### config.mk
export PLATFORM = sky130hd
export DESIGN_NAME = mat_operand_loader
export DESIGN_NICKNAME = d
export VERILOG_FILES = /design/src/rtl/mat_operand_loader.sv
export SDC_FILE = /design/constraint.sdc
export NUM_CORES = 1
export LEC_CHECK = 0
export CAP_MARGIN = 20
export CORE_MARGIN = 2
export CORE_UTILIZATION = 30
export CTS_BUF_LIST = sky130_fd_sc_hd__clkbuf_2
export DETAILED_ROUTE_END_ITERATION = 12
export GPL_TIMING_DRIVEN = 0
export RECOVER_POWER = 25
export SLEW_MARGIN = 0
export SYNTH_ARGS = -nofsm -noshare
export SYNTH_HDL_FRONTEND = slang
export SYNTH_SLANG_ARGS = --single-unit
### constraint.sdc
create_clock -name clk -period 4.09 [get_ports clk]
set_input_delay 0.818 -clock clk [delete_from_list [all_inputs] [get_ports clk]]
set_output_delay 0.818 -clock clk [all_outputs]
set_load 0.005 [all_outputs]
### src/rtl/mat_operand_loader.sv
// Byte-serial operand loader for the 2x2 matrix stage: packs A/B, waits out the
// matrix pipeline latency, captures its result and returns it on a valid/ready port.
module mat_operand_loader #(
  parameter int unsigned WIDTH   = 8,
  parameter int unsigned LATENCY = 4
) (
  input  logic                 clk,
  input  logic                 reset,
  input  logic [WIDTH-1:0]     in_data,
  input  logic                 in_valid,
  output logic                 in_ready,
  output logic [4*WIDTH-1:0]   A_out,
  output logic [4*WIDTH-1:0]   B_out,
  input  logic [63:0]          res_in,
  output logic [63:0]          out_data,
  output logic                 out_valid,
  input  logic                 out_ready,
  output logic                 busy
);

  localparam int unsigned VW  = 4 * WIDTH;
  localparam int unsigned WCW = (LATENCY > 1) ? $clog2(LATENCY) : 1;
  localparam int unsigned CW  = 3;

  typedef enum logic [1:0] {
    S_LOAD = 2'd0,
    S_WAIT = 2'd1,
    S_OUT  = 2'd2
  } state_t;

  state_t          state_q, state_d;
  logic [CW-1:0]   elem_cnt_q, elem_cnt_d;
  logic [WCW-1:0]  wait_cnt_q, wait_cnt_d;
  logic [VW-1:0]   a_q, a_d;
  logic [VW-1:0]   b_q, b_d;
  logic [63:0]     res_q, res_d;

  // State and datapath registers
  always_ff @(posedge clk) begin
    if (reset) begin
      state_q    <= S_LOAD;
      elem_cnt_q <= '0;
      wait_cnt_q <= '0;
      a_q        <= '0;
      b_q        <= '0;
      res_q      <= '0;
    end else begin
      state_q    <= state_d;
      elem_cnt_q <= elem_cnt_d;
      wait_cnt_q <= wait_cnt_d;
      a_q        <= a_d;
      b_q        <= b_d;
      res_q      <= res_d;
    end
  end

  // Next-state and slot update; every register holds unless its state updates it
  always_comb begin
    state_d    = state_q;
    elem_cnt_d = elem_cnt_q;
    wait_cnt_d = wait_cnt_q;
    a_d        = a_q;
    b_d        = b_q;
    res_d      = res_q;

    unique case (state_q)
      S_LOAD: begin
        if (in_valid) begin
          // elem_cnt[2] picks the matrix, elem_cnt[1:0] the slot (slot 0 in the MSBs)
          for (int unsigned s = 0; s < 4; s++) begin
            if (elem_cnt_q[1:0] == 2'(s)) begin
              if (elem_cnt_q[2]) b_d[WIDTH*(3-s) +: WIDTH] = in_data;
              else               a_d[WIDTH*(3-s) +: WIDTH] = in_data;
            end
          end
          elem_cnt_d = elem_cnt_q + CW'(1);
          if (elem_cnt_q == CW'(7)) begin
            wait_cnt_d = '0;
            state_d    = S_WAIT;
          end
        end
      end
      S_WAIT: begin
        if (wait_cnt_q == WCW'(LATENCY - 1)) begin
          res_d   = res_in;
          state_d = S_OUT;
        end else begin
          wait_cnt_d = wait_cnt_q + WCW'(1);
        end
      end
      S_OUT: begin
        if (out_ready) state_d = S_LOAD;
      end
      default: state_d = S_LOAD;
    endcase
  end

  assign in_ready  = (state_q == S_LOAD);
  assign busy      = (state_q != S_LOAD);
  assign out_valid = (state_q == S_OUT);
  assign A_out     = a_q;
  assign B_out     = b_q;
  assign out_data  = res_q;

endmodule
-- Yosys cells after proc, flatten, opt, wreduce, memory -nomap -nowiden
Cells that the tools add are included.
- add/sub/neg operators: 2
- $mul: 0
- div/mod/pow operators: 0
- $lt $le $gt $ge: 0
- equality and inequality tests: 12
- shift operators: 0
- mux-type cells: 9
- bitwise operators: 1
- reduce and logical (&&, ||, !) cells: 16
- operators by type and width (kind ; number):
    4-bit AND reduction ; 10
    2-bit two-way mux ; 7
    2-bit equality test, second input constant ; 4
    2-bit inequality test, second input constant ; 3
    2-bit one-hot mux with 3 select lines ; 1
    2-bit by 1-bit equality test with 1-bit output, second input constant ; 2
    2-bit zero test ; 2
    2-bit by 1-bit inequality test with 1-bit output, second input constant ; 2
    2-bit one-hot mux with 2 select lines ; 1
    2-bit AND reduction ; 2
    2-bit nonzero test ; 2
    3-bit by 1-bit adder with 3-bit output, second input constant ; 1
    3-bit equality test, second input constant ; 1
    2-bit by 1-bit adder with 2-bit output, second input constant ; 1
    1-bit inverter ; 1
- bits in registers: 135
- bits in latches: 0
- bits in writable memories: 0
- ROM bits: 0
- bits of input ports: 76
- output and inout bits: 131
- word-level logic and storage cells: 52
- memories: 0

-- Longest topological paths before layout
Gate-level depths: netlist of run 1.
- depth in word-level cells: 4
- mapped depth: 6
- depth with buffers taken out: 5

-- Worst setup path after synthesis of run 1
Ideal clock, no wire load.
- kind: input to register
- start point: input port reset
- end point: register res_q[53], in the netlist out_data[53]
- arrival time: 1.570 ns
- path slack: 2.388 ns
- stages on the path: 4
- buffers on the path: 3
- cell sequence: buf_2 -> clkbuf_1 -> clkbuf_1 -> a21oi_1
- RTL lines (element ; line ; text):
    from (decl) ; 8 ; input logic reset,
    to (signal assigned) ; 53 ; res_q <= res_d;
    to (decl) ; 36 ; logic [63:0] res_q, res_d;
No word-level cell between the ends.

-- Worst setup path in the final report of run 1
- start point: register state_q[1]
- end point: output port in_ready
- longest elaborated chain between the ends: 1
- ends and longest elaborated chain (element ; line ; text):
    from (decl) ; 31 ; state_t state_q, state_d;
    from (signal assigned) ; 48 ; state_q <= state_d;
    2-bit zero test ; 98 ; assign in_ready = (state_q == S_LOAD);
    to (decl) ; 11 ; output logic in_ready,
Every way passes these cells.

==> run summary, run 1 <==
outcome = completed
cts bufs inserted = 17
CTS Buffer Depth = 2
nature of the critical path endpoint = primary output
Syn Area/Cell = 9.23 µm²
top cell type's share of synthesized area = 53.0%
hold bufs inserted after CTS = 0
max_cap viols = 0
routed vias/inst = 4.51
# fillers = 1648
r2r startpoint = wait_cnt_q[0]
pin count of the biggest net entering global routing = 17
Worst-Margin Slew = 0.596 ns
Warnings, synthesis = 0
number of global-route vias before repair = 4561
Compound-Gate Fraction of Synth Area = 7.46%
Finished Layout Cells = 1010
crit path to = in_ready
Overall Power = 2.24 mW
Cells after Synth = 552
first-pass GRT wire length = 23900 µm
First-pass DRT Iterations = 5
leading cell types in the layout, fill and taps excluded = 204 x clkdlybuf4s50_1, 144 x nand2_1, 135 x dfxtp_1
Cell Area, Synth = 5100 µm²
Post-Synth Adder-Cell Area = 1.47%
required time worst endpoint = 3.27 ns
RR Endpoint = out_data[61]
count of port buffers added during placement = 205
Final period util = 69.6%
critical path arrival = 2.03 ns
Post-Synth XOR/XNOR Area = 0.172%
r2r setup slk = 2.18 ns
Die Wd = 134 µm
I/O pin count = 207
initial antenna violation count = 2
setup violators final = 0
clk_lat worst skew = 0.72 ns
cts repair resizes = 0
Slew HR = 60.3%
area growth from synthesis to layout = 48.6%
H-tree depth = 4
final number of hold-violating endpoints = 0
post-detailed-route count of antenna-violating nets = 0
die height = 134 µm
Simple-Gate Fraction of Synth Area = 22.7%
Worst Path Max Fanout = 10
mux contribution to synthesized area = 11.4%
Vias = 4556
Post-Syn Nets = 634
Post-Route Setup TNS = 0 ns
die area = 18000 µm²
largest family of logic cells by synthesized area = simple AND/OR/NAND/NOR gates
Distinct cells, synth = 28
critical path class = flop to primary output
gr ovfl total = 0
RePlAce Congestion = 0.798
area leader, netlist = dfxtp_1
effective utilization at floorplan = 30.7%
nature of the critical path startpoint = flop
Critical Path Start = state_q[1]
commonest non-fill, non-tap cell in the layout = clkdlybuf4s50_1
Slew Limit Fails = 0
Post-CTS Setup Inserts = 0
Seq/Total Area, Yosys = 53.0%
Starting DRT DRC Count = 119
Total Routing Usage GR = 17.1%
Pwr per Cell Area = 295 nW/µm²
Synth area leaders = dfxtp_1 53%, mux2i_1 11%, nand2_1 11%
R2R depth = 6
Worst VDD drop = 0.000138 V
number of clock sinks = 135
proportion of layout cells with a drive suffix above 1 = 5.84%
clock skew = 0.0351 ns
Rows = 47
hpwl dp = 11700 µm
DP Cell Count = 977
routed len/inst = 15.3 µm
Hold/Removal Path Class = flop to flop
Static Leak = 2.86 nW
Tmin final = 2.85 ns
Worst-path clk slew = 0.19 ns
CTS tree = yes
RSZ-0062 raised after global routing = false
DRC viols = 0
core area = 16600 µm²
Yosys reg bits = 135
Layout Nets = 858
root buffer cell = clkbuf_2
final wirelength = 15500 µm
Peak Freq = 351 MHz
==> per-layer routing <==
metal	global-route usage [%]	wire, µm
met1	21.1	6710
met2	28.3	7650
met3	4.42	680
met4	7.49	418
met5	0	0
==> synthesized netlist by cell type <==
cell / number
a21oi_1: 76
and2b_2: 1
and3_1: 3
and3b_2: 1
and4bb_2: 1
buf_2: 11
buf_4: 6
buf_6: 1
clkbuf_1: 16
clkbuf_2: 1
dfxtp_1: 135
ha_1: 6
inv_1: 4
mux2i_1: 58
nand2_1: 144
nand2b_1: 65
nand3_1: 3
nand3_2: 6
nand3b_1: 1
nand4bb_1: 1
nor2_1: 3
nor2_2: 1
nor2b_1: 2
nor3b_1: 1
or2_0: 2
or2_2: 1
or3b_4: 1
xnor2_1: 1
==> power breakdown <==
part / internal [mW] / switching, mW / leakage [nW]
Clock: 0.213 / 0.477 / 0.122
Combinational: 0.121 / 0.0823 / 1.65
Sequential: 1.33 / 0.0110 / 1.09
Total: 1.67 / 0.570 / 2.86
==> per-stage QoR <==
| step | setup slack (ns) | cell area (µm²) | utilization (%) | hold slack [ns] |
|---|---|---|---|---|
| 2_1_floorplan | 2.39 | 5100 | - | 0.452 |
| 3_3_place_gp | 1.71 | 7420 | 44.8 | 0.443 |
| 3_5_place_dp | 1.64 | 7420 | 44.8 | 0.446 |
| 4_1_cts | 1.14 | 7610 | 45.9 | 0.468 |
| 5_1_grt | 1.08 | 7570 | 45.7 | 0.485 |
| 6_report | 1.24 | 7570 | 45.7 | 0.466 |
==> worst min path at each step <==
stage             startpoint       endpoint  depth (start not counted)
4_1_cts         out_data[51]   out_data[51]                          2
3_3_place_gp     out_data[2]    out_data[2]                          2
3_5_place_dp    out_data[50]   out_data[50]                          2
2_1_floorplan  wait_cnt_q[1]  wait_cnt_q[1]                          2
6_report        out_data[53]   out_data[53]                          2
5_1_grt          out_data[8]    out_data[8]                          2
==> worst max-delay path: stages (launching register included) <==
cell and delay, ns:
dfxtp_1 0.35, buf_6 0.13, or2_2 0.31, inv_1 0.06, clkdlybuf4s50_1 0.49
==> layout make-up <==
cell class	count	area (µm²)	share of cell area [%]
tap	220	275	3.63
buffer	35	153	2.02
clock buffer	20	100	1.32
timing repair buffer	205	2050	27.1
multi-input combinational	378	2190	28.9
antenna	2	5.00	0.0661
inverter	4	15.0	0.198
clock inverter	11	85.1	1.12
sequential	135	2700	35.7
==> sequential cells by signal (all words and copies together), names as in the netlist <==
name,count
out_data,64
B_out,32
elem_cnt_q,3
state_q,2
wait_cnt_q,2
A_out,32
==> logic make-up after synthesis <==
family | after synthesis
and+or+nand+nor | 237
DFF | 135
AOI/OAI and AO/OA | 76
muxes | 58
buffers and inverters | 39
adders and majority gates | 6
xor gates and xnor gates | 1
Note: power is estimated with default switching activity, not from simulation.
==> inputs of run 2 (changes only) <==
clock period = 2.7 ns   (was 4.09 ns; I/O delays follow)
==> run 2 against run 1 <==
  * Total power is 51% higher
  * Clock power grew 51%
  * Utilization is essentially flat
  * Wire length is 0.38% higher
  * Cell area about the same
  * Clock-buffer cell count is the same
  * First-iteration DRC count is 29% higher
  * Sequential power up 52%
  * Cell count is the same
==> run summary, run 2 (synthesized netlist as in run 1, its figures left out) <==
clk_lat worst skew = 0.72 ns (about the same)
Tmin final = 2.48 ns
area growth from synthesis to layout = 48.6% (about the same)
nature of the critical path endpoint = primary output
RSZ-0062 raised after global routing = false
Rows = 47 (unchanged)
Final period util = 91.8%
Largest delay share family, worst path = buffers and inverters
Worst Path Max Fanout = 10 (unchanged)
CP max-delay cell = clkdlybuf4s50_1
CP max stage delay = 0.45 ns (-0.04 ns)
hpwl dp = 11700 µm (unchanged)
final wirelength = 15500 µm (+0.38%)
Peak Freq = 403 MHz
First-pass DRT Iterations = 4 (-1)
setup violators final = 0 (unchanged)
CTS tree = yes
die area = 18000 µm² (unchanged)
Critical path buffers and inverters = 2 (-1)
number of clock sinks = 135 (unchanged)
required time worst endpoint = 2.16 ns (-1.11 ns)
Layout Nets = 858 (unchanged)
leading cell types in the layout, fill and taps excluded = 204 x clkdlybuf4s50_1, 144 x nand2_1, 135 x dfxtp_1
Pwr per Cell Area = 447 nW/µm² (+51%)
die height = 134 µm (unchanged)
Slew Limit Fails = 0 (unchanged)
Slew HR = 55.7% (-4.6 points)
Static Leak = 2.87 nW (+0.50%)
DRC viols = 0 (unchanged)
gr ovfl total = 0 (unchanged)
cts bufs inserted = 17 (unchanged)
count of port buffers added during placement = 205 (unchanged)
max reg flops = 64 (unchanged)
nature of the critical path startpoint = flop
critical path class = flop to primary output
Hold/Removal Path Class = input port to flop
crit-path cells = buf_6 -> or2_2 -> clkdlybuf4s50_1
CTS Buffer Depth = 2 (unchanged)
pin count of the biggest net entering global routing = 17 (unchanged)
effective utilization at floorplan = 30.7% (unchanged)
I/O pin count = 207 (unchanged)
critical path arrival = 1.94 ns (-0.09 ns)
Worst-Margin Slew = 0.663 ns (+0.0669 ns)
outcome = completed
Vias = 4570 (+0.31%)
RePlAce Congestion = 0.798 (unchanged)
routed len/inst = 15.4 µm (+0.38%)
final number of hold-violating endpoints = 0 (unchanged)
Post-Route Setup TNS = 0 ns (unchanged)
proportion of layout cells with a drive suffix above 1 = 5.96% (+0.13 points)
H-tree depth = 4 (unchanged)
root buffer cell = clkbuf_2
Starting DRT DRC Count = 153 (+29%)
post-detailed-route count of antenna-violating nets = 0 (unchanged)
Worst VDD drop = 0.000209 V (+51%)
max_cap viols = 0 (unchanged)
number of global-route vias before repair = 4561 (unchanged)
routed vias/inst = 4.52 (+0.31%)
Worst-path clk slew = 0.19 ns (about the same)
Total Routing Usage GR = 17.1% (unchanged)
core area = 16600 µm² (unchanged)
Core Util, Final = 45.7% (about the same)
Die Wd = 134 µm (unchanged)
commonest non-fill, non-tap cell in the layout = clkdlybuf4s50_1
initial antenna violation count = 2 (unchanged)
first-pass GRT wire length = 23900 µm (unchanged)
clock skew = 0.0332 ns (-0.00191 ns)
==> run 2: changes by cell type in the layout (fill, tap and decap cells not counted), sizes merged <==
cell / before / now
dlymetal6s2s: 0 / 1
clkbuf: 46 / 41
dlygate4sd3: 1 / 0
buf: 9 / 14
==> run 2: through the flow <==
step / worst slack (ns) / power [mW] / area (µm²) / hold WS, ns / instances
finish: 0.220 / 3.39 / 7580 / 0.348 / 1010
global route: 0.0710 / 3.53 / 7580 / 0.275 / 1010
CTS: 0.0259 / 3.44 / 7610 / 0.267 / 1008
detailed placement: 0.532 / 2.39 / 7420 / 0.446 / 977
global placement: 0.597 / 2.38 / 7420 / 0.443 / 977
floorplan: 1.28 / 2.19 / 5100 / 0.452 / 552
==> run 2: what timing repair did <==
| item | CTS | global route |
|---|---|---|
| endpoints found under the setup margin | 0 | 1 |
| endpoints found under the hold margin | 0 | 0 |
| hold buffers | 0 | 0 |
| setup buffers | 0 | 0 |
| gates resized for setup | 0 | 2 |
==> run 2: worst paths after layout <==
kind	from	slack [ns]	depth (start not counted)	end
min	res_in[49]	0.35	3	out_data[49]
max	state_q[1]	0.22	3	busy
min reg2reg	out_data[53]	0.47	2	out_data[53]
max reg2reg	wait_cnt_q[0]	0.77	6	out_data[61]
==> run 2: area by class of cell <==
cell class,count,area (µm²)
fill,1643,9010
sequential,135,2700
antenna,2,5.00
multi-input combinational,378,2170
inverter,4,15.0
clock buffer,20,100
buffer,35,168
clock inverter,11,85.1
timing repair buffer,205,2050
tap,220,275
==> run 2: worst register-to-register path, cell delays in order, from the launching register on <==
cell      delay (ns)
dfxtp_1         0.39
ha_1            0.19
and3b_2         0.19
clkbuf_1        0.43
clkbuf_1        0.41
nand2_1         0.13
a21oi_1         0.13
==> run 2: report_power, final <==
part,switching [mW],internal [mW]
Sequential,0.0166,2.02
Clock,0.722,0.323
Combinational,0.123,0.183
Total,0.862,2.53
==> run 2: layer usage <==
| layer | GRT usage (%) | wire (µm) |
|---|---|---|
| met1 | 21.1 | 6650 |
| met2 | 28.3 | 7690 |
| met3 | 4.42 | 762 |
| met4 | 7.49 | 412 |
| met5 | 0 | 0 |
